--- config.mk ---
export PLATFORM = sky130hd
export DESIGN_NAME = adder_pipe
export DESIGN_NICKNAME = d
export VERILOG_FILES = /design/src/rtl/adder_pipe.sv
export SDC_FILE = /design/constraint.sdc
export NUM_CORES = 1
export LEC_CHECK = 0
export CAP_MARGIN = 30
export CORE_MARGIN = 5
export CORE_UTILIZATION = 65
export DETAILED_ROUTE_END_ITERATION = 10
export DONT_BUFFER_PORTS = 1
export PLACE_DENSITY = 0.88
export SETUP_SLACK_MARGIN = 0.4
export SYNTH_ARGS = -nofsm -noshare
export SYNTH_HDL_FRONTEND = slang
export SYNTH_SLANG_ARGS = --single-unit
--- constraint.sdc ---
create_clock -name clk -period 5.6 [get_ports clk]
set_input_delay 0.56 -clock clk [delete_from_list [all_inputs] [get_ports clk]]
set_output_delay 0.56 -clock clk [all_outputs]
set_load 0.02 [all_outputs]
--- src/rtl/adder_pipe.sv ---
// rtl/adder_pipe.sv - pipelined SEG-bit-per-stage ripple-carry adder/subtractor with valid/ready flow control
// Optional overflow output enabled by defining ADDER_PIPE_OVF_EN.
module adder_pipe #(
   parameter int WIDTH = 16,
   parameter int SEG   = 4
) (
   input  logic             clk,
   input  logic             reset,
   input  logic             in_valid,
   output logic             in_ready,
   input  logic [WIDTH-1:0] a,
   input  logic [WIDTH-1:0] b,
   input  logic             ci,
   input  logic             sub,
   output logic             out_valid,
   input  logic             out_ready,
   output logic [WIDTH-1:0] sum,
   output logic             carry,
   output logic             ovf
);

   localparam int STAGES = WIDTH / SEG;
   localparam int LAST   = STAGES - 1;

   logic [STAGES-1:0]            valid_q, valid_d;
   logic [STAGES-1:0][WIDTH-1:0] a_q, a_d;
   logic [STAGES-1:0][WIDTH-1:0] b_q, b_d;
   logic [STAGES-1:0][WIDTH-1:0] r_q, r_d;
   logic [STAGES-1:0]            c_q, c_d;

   // Per-stage inputs: stage 0 sees the port operands, later stages see the previous stage's registers.
   logic [STAGES-1:0][WIDTH-1:0] a_in, b_in, r_in;
   logic [STAGES-1:0]            c_in, v_in;
   logic [STAGES-1:0][SEG:0]     slice_sum;
   logic                         stall;
   logic                         unused_bits;

   assign stall    = valid_q[LAST] && !out_ready;
   assign in_ready = !stall;

   always_comb begin
      a_in[0] = a;
      b_in[0] = sub ? ~b : b;
      r_in[0] = '0;
      c_in[0] = sub ? ~ci : ci;
      v_in[0] = in_valid;
      for (int s = 1; s < STAGES; s++) begin
         a_in[s] = a_q[s-1];
         b_in[s] = b_q[s-1];
         r_in[s] = r_q[s-1];
         c_in[s] = c_q[s-1];
         v_in[s] = valid_q[s-1];
      end

      for (int s = 0; s < STAGES; s++) begin
         slice_sum[s] = {1'b0, a_in[s][s*SEG +: SEG]} + {1'b0, b_in[s][s*SEG +: SEG]}
                      + {{SEG{1'b0}}, c_in[s]};
         r_d[s]                = r_in[s];
         r_d[s][s*SEG +: SEG]  = slice_sum[s][SEG-1:0];
         c_d[s]                = slice_sum[s][SEG];
         a_d[s]                = a_in[s];
         b_d[s]                = b_in[s];
         valid_d[s]            = v_in[s];
      end

      // A stalled output freezes the whole pipe, bubbles included.
      if (stall) begin
         valid_d = valid_q;
         a_d     = a_q;
         b_d     = b_q;
         r_d     = r_q;
         c_d     = c_q;
      end
   end

   always_ff @(posedge clk) begin
      if (reset) begin
         valid_q <= '0;
         a_q     <= '0;
         b_q     <= '0;
         r_q     <= '0;
         c_q     <= '0;
      end else begin
         valid_q <= valid_d;
         a_q     <= a_d;
         b_q     <= b_d;
         r_q     <= r_d;
         c_q     <= c_d;
      end
   end

   // Already-consumed operand slices in the skew registers are never read again.
   assign unused_bits = ^{a_q, b_q};

   assign out_valid = valid_q[LAST];
   assign sum       = r_q[LAST];
   assign carry     = c_q[LAST];

`ifdef ADDER_PIPE_OVF_EN
   logic ovf_q, ovf_d;

   // Carry into the MSB is recovered from the MSB sum bit: a ^ b ^ s.
   always_comb begin
      ovf_d = ovf_q;
      if (!stall) begin
         ovf_d = (a_in[LAST][WIDTH-1] ^ b_in[LAST][WIDTH-1] ^ slice_sum[LAST][SEG-1])
               ^ slice_sum[LAST][SEG];
      end
   end

   always_ff @(posedge clk) begin
      if (reset) begin
         ovf_q <= 1'b0;
      end else begin
         ovf_q <= ovf_d;
      end
   end

   assign ovf = ovf_q;
`else
   assign ovf = 1'b0;
`endif

endmodule

# After elaboration in Yosys (flattened, before gate mapping)
# Cells that the tools add are included.
# Widths: inputs -> output; s select.
# op_classes
addsub	8
mux	2
n_bitwise	2
reduce_logical	3
# op_table
cell	n
$add 4x4->5	4
$add 5x1->5	4
$mux 16	1
$not 16->16	1
$logic_not 1->1	2
$logic_and 1x1->1	1
$mux 1	1
$not 1->1	1
# word_totals
regBits	144
inputBits	38
output_inout_bits	20
word_cells	27

# Depth between registers and ports, before layout
# Gate-level depths: netlist of run 1.
# depth
ltp_word	4
mapped_depth	8
depth_no_buf	6

# Worst setup path before layout of run 1
# Ideal clock, no wire load.
# synth_timing
path_kind	input port to flip-flop
start	in sub
end	reg c_q[0]
setup_ns	0.122
t_arrival_ns	2.335
t_required_ns	5.478
setup_slack_ns	3.143
cell_stages	8
n_path_buf	2
path_cell_list	buf_4 buf_4 xor2_1 fa_1 fa_1 a21o_1 a211oi_1 nor3_1
# synth_via
elab_chain_cells	3
elab_cells_between_ends	4
cone_classes	2 x add/sub; 2 x mux
# synth_lines
element	line	text
from (decl)	14	input logic sub,
$mux 16	43	b_in[0] = sub ? ~b : b;
$add 4x4->5	56	slice_sum[s] = {1'b0, a_in[s][s*SEG +: SEG]} + {1'b0, b_in[s][s*SEG +: SEG]}
$add 5x1->5 *	57	+ {{SEG{1'b0}}, c_in[s]};
to (signal assigned)	82	c_q <= '0;
to (signal assigned)	88	c_q <= c_d;
to (decl)	29	logic [STAGES-1:0] c_q, c_d;
# Mark *: on every way between the ends. The rest lies on a longest branch, timed or not.
# A chain may end at the register's enable or synchronous reset.

# Worst setup path in the final report of run 1
# layout_timing
start	reg valid_q[3]
end	out in_ready
# layout_via
elab_chain_cells	2
# layout_lines
element	line	text
from (decl)	25	logic [STAGES-1:0] valid_q, valid_d;
from (signal assigned)	84	valid_q <= valid_d;
$logic_and 1x1->1	38	assign stall = valid_q[LAST] && !out_ready;
$logic_not 1->1	39	assign in_ready = !stall;
to (decl)	10	output logic in_ready,
# Every way passes these cells.

==> results of run 1 <==
cell usage in the layout (no fill, tap or decap), types with 2 or more instances in the layout:
cell type,Yosys,final
inv_6,1,2
nand2_1,142,142
a21oi_1,75,75
nand3_1,4,4
clkbuf_8,0,10
o21ai_0,2,2
inv_1,6,6
dfxtp_1,96,96
a211oi_2,13,13
nor3_1,2,2
a211oi_1,7,7
bufinv_16,0,3
xnor2_1,15,15
nor2_1,24,24
a2111o_1,4,4
nor2b_1,4,4
xor2_1,6,6
ha_1,12,12
nand4_1,2,2
nand3b_1,4,4
o211ai_1,2,2
a21o_1,4,4
nand2b_1,2,2
fa_1,8,8
or3_1,2,2
where the power goes:
group	switching (W)	leakage (nW)	total [W]	internal (W)
Sequential	0.0000331	0.789	0.000761	0.000728
Clock	0.000240	0.123	0.000551	0.000311
Combinational	0.0000567	0.735	0.000113	0.0000563
Total	0.000330	1.65	0.00143	0.00110
final timing paths:
check             start    endpoint  slack [ps]
max          valid_q[3]    in_ready        2810
min               reset  valid_q[3]         250
max reg2reg  valid_q[3]    b_in[27]        3260
min reg2reg    b_in[47]    b_in[47]         450
metal layers:
metal | wire (um) | vias to the layer above | part of all wire | global-route usage
met2 | 3449 | 68 | 0.46 | 0.2896
met5 | 0 | - | 0 | 0
li1 | - | 1519 | - | -
met3 | 464 | 18 | 0.061 | 0.05259
met1 | 3450 | 1377 | 0.46 | 0.2420
met4 | 208 | 0 | 0.027 | 0.1058
per-stage QoR:
stage | utilization | setup slack [ps] | std cells | hold WS, ps
final | 0.6783 | 2808 | 533 | 253.9
after global routing | 0.6783 | 2644 | 533 | 242.0
after CTS | 0.6783 | 2824 | 533 | 238.4
after detailed placement | 0.6380 | 3216 | 517 | 438.7
after global placement | 0.6380 | 3219 | 517 | 432.6
after floorplan | - | 3143 | 474 | 432.1
kinds of logic after synthesis:
kind of cell | after synthesis
AO/OA/AOI/OAI | 107
XOR/XNOR | 21
adder cells (fa/ha/maj) | 20
buffers and inverters | 42
flip-flops | 96
other | 1
AND/OR/NAND/NOR | 187
registers in the layout, summed over array words and instances (netlist names):
name,cells
a_in,24
sum,16
valid_q,4
c_q,4
b_in,24
r_in,24
cell type report:
type,count,area share
flip-flops and latches,96,0.4514
clock inverters,6,0.02703
inverters,7,0.007346
well taps,77,0.02263
multi-input cells,336,0.4575
clock buffers,10,0.03232
repair buffers,1,0.001763
==> summary.md, run 1 <==
| Metric | Value |
|---|---|
| Status | finished, final reports clean |
| Yosys top cell by area | dfxtp_1 |
| Syn Inst Count | 474 |
| Worst Setup Start Kind | register |
| GR Overflow Total | 0 |
| DR DRC count | 0 |
| First drt pass iteration count | 6 |
| CTS tree | done |
| Die area | 8051 um^2 |
| Unrepaired setup endpoints after global routing | false |
| Vias in the first global route | 2847 |
| Share of the synthesized area in the top cell type | 0.4652 |
| Compound-gate portion of the synthesized area | 0.1672 |
| Core area | 6277 um^2 |
| Register area | 1922 um^2 |
| Sequential-to-total area share from yosys stat | 0.4652 |
| Final RePlAce weighted congestion | 0.7434 |
| Clk_skew | 6.847 ps |
| Post-DP HPWL | 4.805 mm |
| # hold bufs at CTS | 0 |
| ANT cells | 0 |
| Area grow syn2layout | 3.059% |
| Critical path's slowest cell | buf_4 |
| Mux share of post-synthesis cell area | 0 |
| Post-CTS resize count | 0 |
| FP Rows | 29 |
| Synthesized area per cell | 8.716 um^2 |
| Routed Wire Length | between 7 and 8 mm |
| Max Cap Viol | 0 |
| Largest family of logic cells by synthesized area | simple AND/OR/NAND/NOR gates |
| Hold Crit Class | input port to register |
| Design area | 4258 um^2 |
| Remaining antenna violation count | 0 |
| Area of the multi-input gates | 1948 um^2 |
| Cell area after synthesis | between 4000 and 5000 um^2 |
| Design Power | between 0.001 and 0.0015 W |
| Wire length per cell | 14.21 um |
| Worst setup EP type | output port |
| Top cells by area, synth | dfxtp_1 (47%), nand2_1 (13%), a21oi_1 (9.1%) |
| Stages on the worst setup path | 3 |
| Aggregate negative setup slack | 0 ps |
| Number of setup violations in the final report | 0 |
| Num CTS Buffers | 9 |
| Final hold vios | 0 |
| P_leak | 1.647 nW |
| Number of flops mapped to enable cells by yosys | 0 |
| H-tree depth | 3 |
| First-pass GRT wire length | between 10 and 15 mm |
| Worst vdd ir | ~0.24 mV |
| Synth cell count leaders | nand2_1 (142), dfxtp_1 (96), a21oi_1 (75) |
| Clock sinks | 96 |
| Worst endpoint required time | 5040 ps |
| DRT iter0 DRCs | 209 |
| Clk Latency, worst-skew pair | between 300 and 400 ps |
| Most used DFF post-synth | dfxtp_1 |
| Post-CTS Setup Inserts | 0 |
| Antenna violations before repair | 0 |
| Post-Synth XOR/XNOR Area | 0.04452 |
| FFs w/ async S/R, synth | 0 |
| Placed inst area | approximately 4000 um^2 |
| Period utilisation layout | 0.4986 |
| Worst path top cell family by delay | buffers and inverters |
| Mapped Nets | roughly 530 |
| Reg2Reg Depth | 5 |
| Die width | about 90 um |
| Initial Util | 0.6582 |
| Fmax | 358.1 MHz |
| CP Class | register to output port |
| Simple-gate share of the synthesized area | 0.1838 |
| Final Max Slew Viols | 0 |
| I/O Buffers | 0 |
| Vias | 2982 |
| Fillers | between 500 and 600 |
| FF+latch count, synth | 96 |
| Hold Path Depth | 1 |
| Worst-path cell chain | nor2b_4, buf_4, inv_6 |
| Yosys cell types | 29 |
| Slew @ Worst Pin | about 880 ps |
| GRT Overall Usage | 0.1899 |
| CTS Buffer Depth | 2 |
| Root cell of the clock tree | clkbuf_8 |
| Count leader, synth | nand2_1 |
| Largest net degree at the start of global routing | 109 |
| Max-Slew Margin vs Limit | 0.4149 |
| Adder-cell area share of the yosys netlist | 0.07511 |
| Min cycle time layout | 2792 ps |
| Pwr dens | 334.7 nW/um^2 |
| Worst Path Buf+Inv | 2 |
| CP Max Fanout | 108 |
| Die H | roughly 90 um |
| # IOs | 58 |
| Vias per std cell | 5.595 |
| Layout cells sized above 1 | 0.07018 |
| Ys Warns | 0 |
| Clock Pin Slew Worst Setup and Hold Paths | 90 ps |
| Worst path max stage delay | 670 ps |
| Layout net count | 509 |
| Crit path DAT | 2230 ps |
No activity file was read; power rests on OpenSTA's default activity.
==> run 2: changes to the inputs <==
--- a/config.mk
+++ b/config.mk
@@ -7,10 +7,10 @@
 export LEC_CHECK = 0
 export CAP_MARGIN = 30
 export CORE_MARGIN = 5
-export CORE_UTILIZATION = 65
+export CORE_UTILIZATION = 63
 export DETAILED_ROUTE_END_ITERATION = 10
 export DONT_BUFFER_PORTS = 1
-export PLACE_DENSITY = 0.88
+export PLACE_DENSITY = 0.86
 export SETUP_SLACK_MARGIN = 0.4
 export SYNTH_ARGS = -nofsm -noshare
 export SYNTH_HDL_FRONTEND = slang
==> constraint.sdc (replaced) <==
create_clock -name clk -period 2.7 [get_ports clk]
set_input_delay 0.27 -clock clk [delete_from_list [all_inputs] [get_ports clk]]
set_output_delay 0.27 -clock clk [all_outputs]
set_load 0.02 [all_outputs]
==> summary.md, run 2 (synthesized netlist as in run 1, its figures left out) <==
| Metric | Value |
|---|---|
| First drt pass iteration count | 5 (-1) |
| Clk Latency, worst-skew pair | 350 ps (-20 ps) |
| Final Max Slew Viols | 0 (unchanged) |
| Core area | 6350 um^2 (+1.2%) |
| CP Max Fanout | 108 (unchanged) |
| Hold path startpoint | in_valid |
| Pwr dens | 649.6 nW/um^2 (+94%) |
| Min cycle time layout | 2017 ps |
| Area grow syn2layout | 2.665% |
| Post-DP HPWL | 4.851 mm (+0.96%) |
| Critical R2R Launch | a_in[60] |
| Root cell of the clock tree | clkbuf_8 |
| Remaining antenna violation count | 0 (unchanged) |
| Clock Pin Slew Worst Setup and Hold Paths | 90 ps (about the same) |
| Worst vdd ir | 0.4012 mV (+68%) |
| Critical path launch point | valid_q[3] |
| P_leak | 1.635 nW (-0.76%) |
| Inst Count DP | 517 (unchanged) |
| Vias per std cell | 5.584 (-0.19%) |
| DRT iter0 DRCs | 156 (-25%) |
| Clock sinks | 96 (unchanged) |
| Post-route insts no fill | 534 (+0.19%) |
| CP Class | register to output port |
| Most common cell after layout, fill and taps aside | nand2_1 |
| Layout cells sized above 1 | 0.07221 (+0.002035) |
| Final hold vios | 0 (unchanged) |
| Critical path's slowest cell | nor2b_4 |
| I/O Buffers | 0 (unchanged) |
| Worst-path cell chain | nor2b_4, inv_6 |
| Worst path top cell family by delay | simple AND/OR/NAND/NOR gates |
| ANT cells | 0 (unchanged) |
| H-tree depth | 3 (unchanged) |
| GR Overflow Total | 0 (unchanged) |
| Reg2Reg Depth | 5 (unchanged) |
| Final RePlAce weighted congestion | 0.7717 (+3.8%) |
| Max Cap Viol | 0 (unchanged) |
| Largest net degree at the start of global routing | 109 (unchanged) |
| Clk_skew | 4.965 ps (-1.881 ps) |
| Crit path DAT | 1750 ps (-480 ps) |
| First-pass GRT wire length | 12.72 mm (-1.2%) |
| Wire length per cell | 14.19 um (-0.11%) |
| Fmax | 495.7 MHz |
| Period utilisation layout | 0.7471 |
| Number of setup violations in the final report | 0 (unchanged) |
| Routed Wire Length | 7.579 mm (about the same) |
| Unrepaired setup endpoints after global routing | false |
| R2r setup slk | 830 ps (-2430 ps) |
| Vias in the first global route | 2843 (-0.14%) |
| Vias | 2982 (unchanged) |
| Max-Slew Margin vs Limit | 0.4795 (+0.06460) |
| Die width | 90.98 um (+1.4%) |
| DR DRC count | 0 (unchanged) |
| Antenna violations before repair | 0 (unchanged) |
| CTS tree | done |
| Aggregate negative setup slack | 0 ps (unchanged) |
| Worst setup EP type | output port |
| CTS Buffer Depth | 2 (unchanged) |
| Worst Setup Start Kind | register |
| Reg-to-Reg End | c_q[3] |
| Hold Path Depth | 2 (+1) |
| Initial Util | 0.6506 (-0.007522) |
| Slew @ Worst Pin | 780.8 ps (-96.89 ps) |
| GRT Overall Usage | 0.1839 (-0.005993) |
| Worst path max stage delay | 520 ps (-150 ps) |
| Worst endpoint required time | 2430 ps (-2610 ps) |
| Hold Crit Class | input port to register |
| Die H | 90.98 um (+1.4%) |
| Layout net count | 510 (+0.20%) |
| Num CTS Buffers | 9 (unchanged) |
| FP Rows | 29 (unchanged) |
| Post-CTS Setup Inserts | 0 (unchanged) |
| Min-Delay Endpoint | valid_q[0] |
| Die area | 8277 um^2 (+2.8%) |
| Commonest non-fill, non-tap cells in the layout | nand2_1 (142), dfxtp_1 (96), a21oi_1 (75) |
| # IOs | 58 (unchanged) |
| Worst Path Buf+Inv | 1 (-1) |
| Status | finished, final reports clean |
## run 2: cell count changes in the layout (fill, tap and decap cells not counted), sizes merged
cell	change
buf	+1
bufinv	-2
clkbuf	-1
clkinv	+3
clkinvlp	+1
inv	-1
## run 2: what timing repair did
action / in CTS / in global routing
hold buffers: 1 / 0
resized for setup: 0 / 0
hold endpoints to repair: 92 / 0
endpoints found under the setup margin: 0 / 0
## run 2: final cells by class
| cell class | count | area [um^2] |
|---|---|---|
| inverters | 7 | 31.28 |
| clock buffers | 9 | 123.9 |
| fillers | 509 | 2108 |
| multi-input cells | 336 | 1948 |
| clock inverters | 7 | 72.57 |
| well taps | 77 | 96.34 |
| flip-flops and latches | 96 | 1922 |
| repair buffers | 2 | 47.55 |
## run 2: how the worst max path moves through the flow
stage                to  slack (ps)  cells past startpoint
2_1_floorplan    c_q[0]         530                      8
3_3_place_gp     c_q[0]         860                      6
3_5_place_dp     c_q[0]         780                      6
4_1_cts        in_ready         660                      2
5_1_grt        in_ready         540                      2
6_report       in_ready         680                      2
## run 2: metal layers
| metal | vias up | wire (um) | global-route usage |
|---|---|---|---|
| met2 | 76 | 3685 | 0.2951 |
| met5 | - | 0 | 0 |
| li1 | 1517 | - | - |
| met1 | 1381 | 3338 | 0.2368 |
| met3 | 8 | 476 | 0.06116 |
| met4 | 0 | 78 | 0.05501 |
## run 2: power breakdown
part | switching [W] | total, W | internal, W
combinational | 0.000140 | 0.000262 | 0.000122
sequential | 0.0000674 | 0.00158 | 0.00151
clock | 0.000488 | 0.000916 | 0.000428
total | 0.000696 | 0.00276 | 0.00206
## run 2: metrics by stage
step	hold slack, ps	total power [W]	area, um^2	util	setup slack, ps
final	45.07	0.002755	4242	0.6680	682.8
after detailed placement	346.9	0.001846	4018	0.6327	779.8
after global placement	343.0	0.001829	4018	0.6327	863.3
after CTS	34.23	0.002777	4242	0.6680	657.0
after global routing	35.02	0.002890	4242	0.6680	537.2
after floorplan	410.5	0.001826	4131	-	533.4
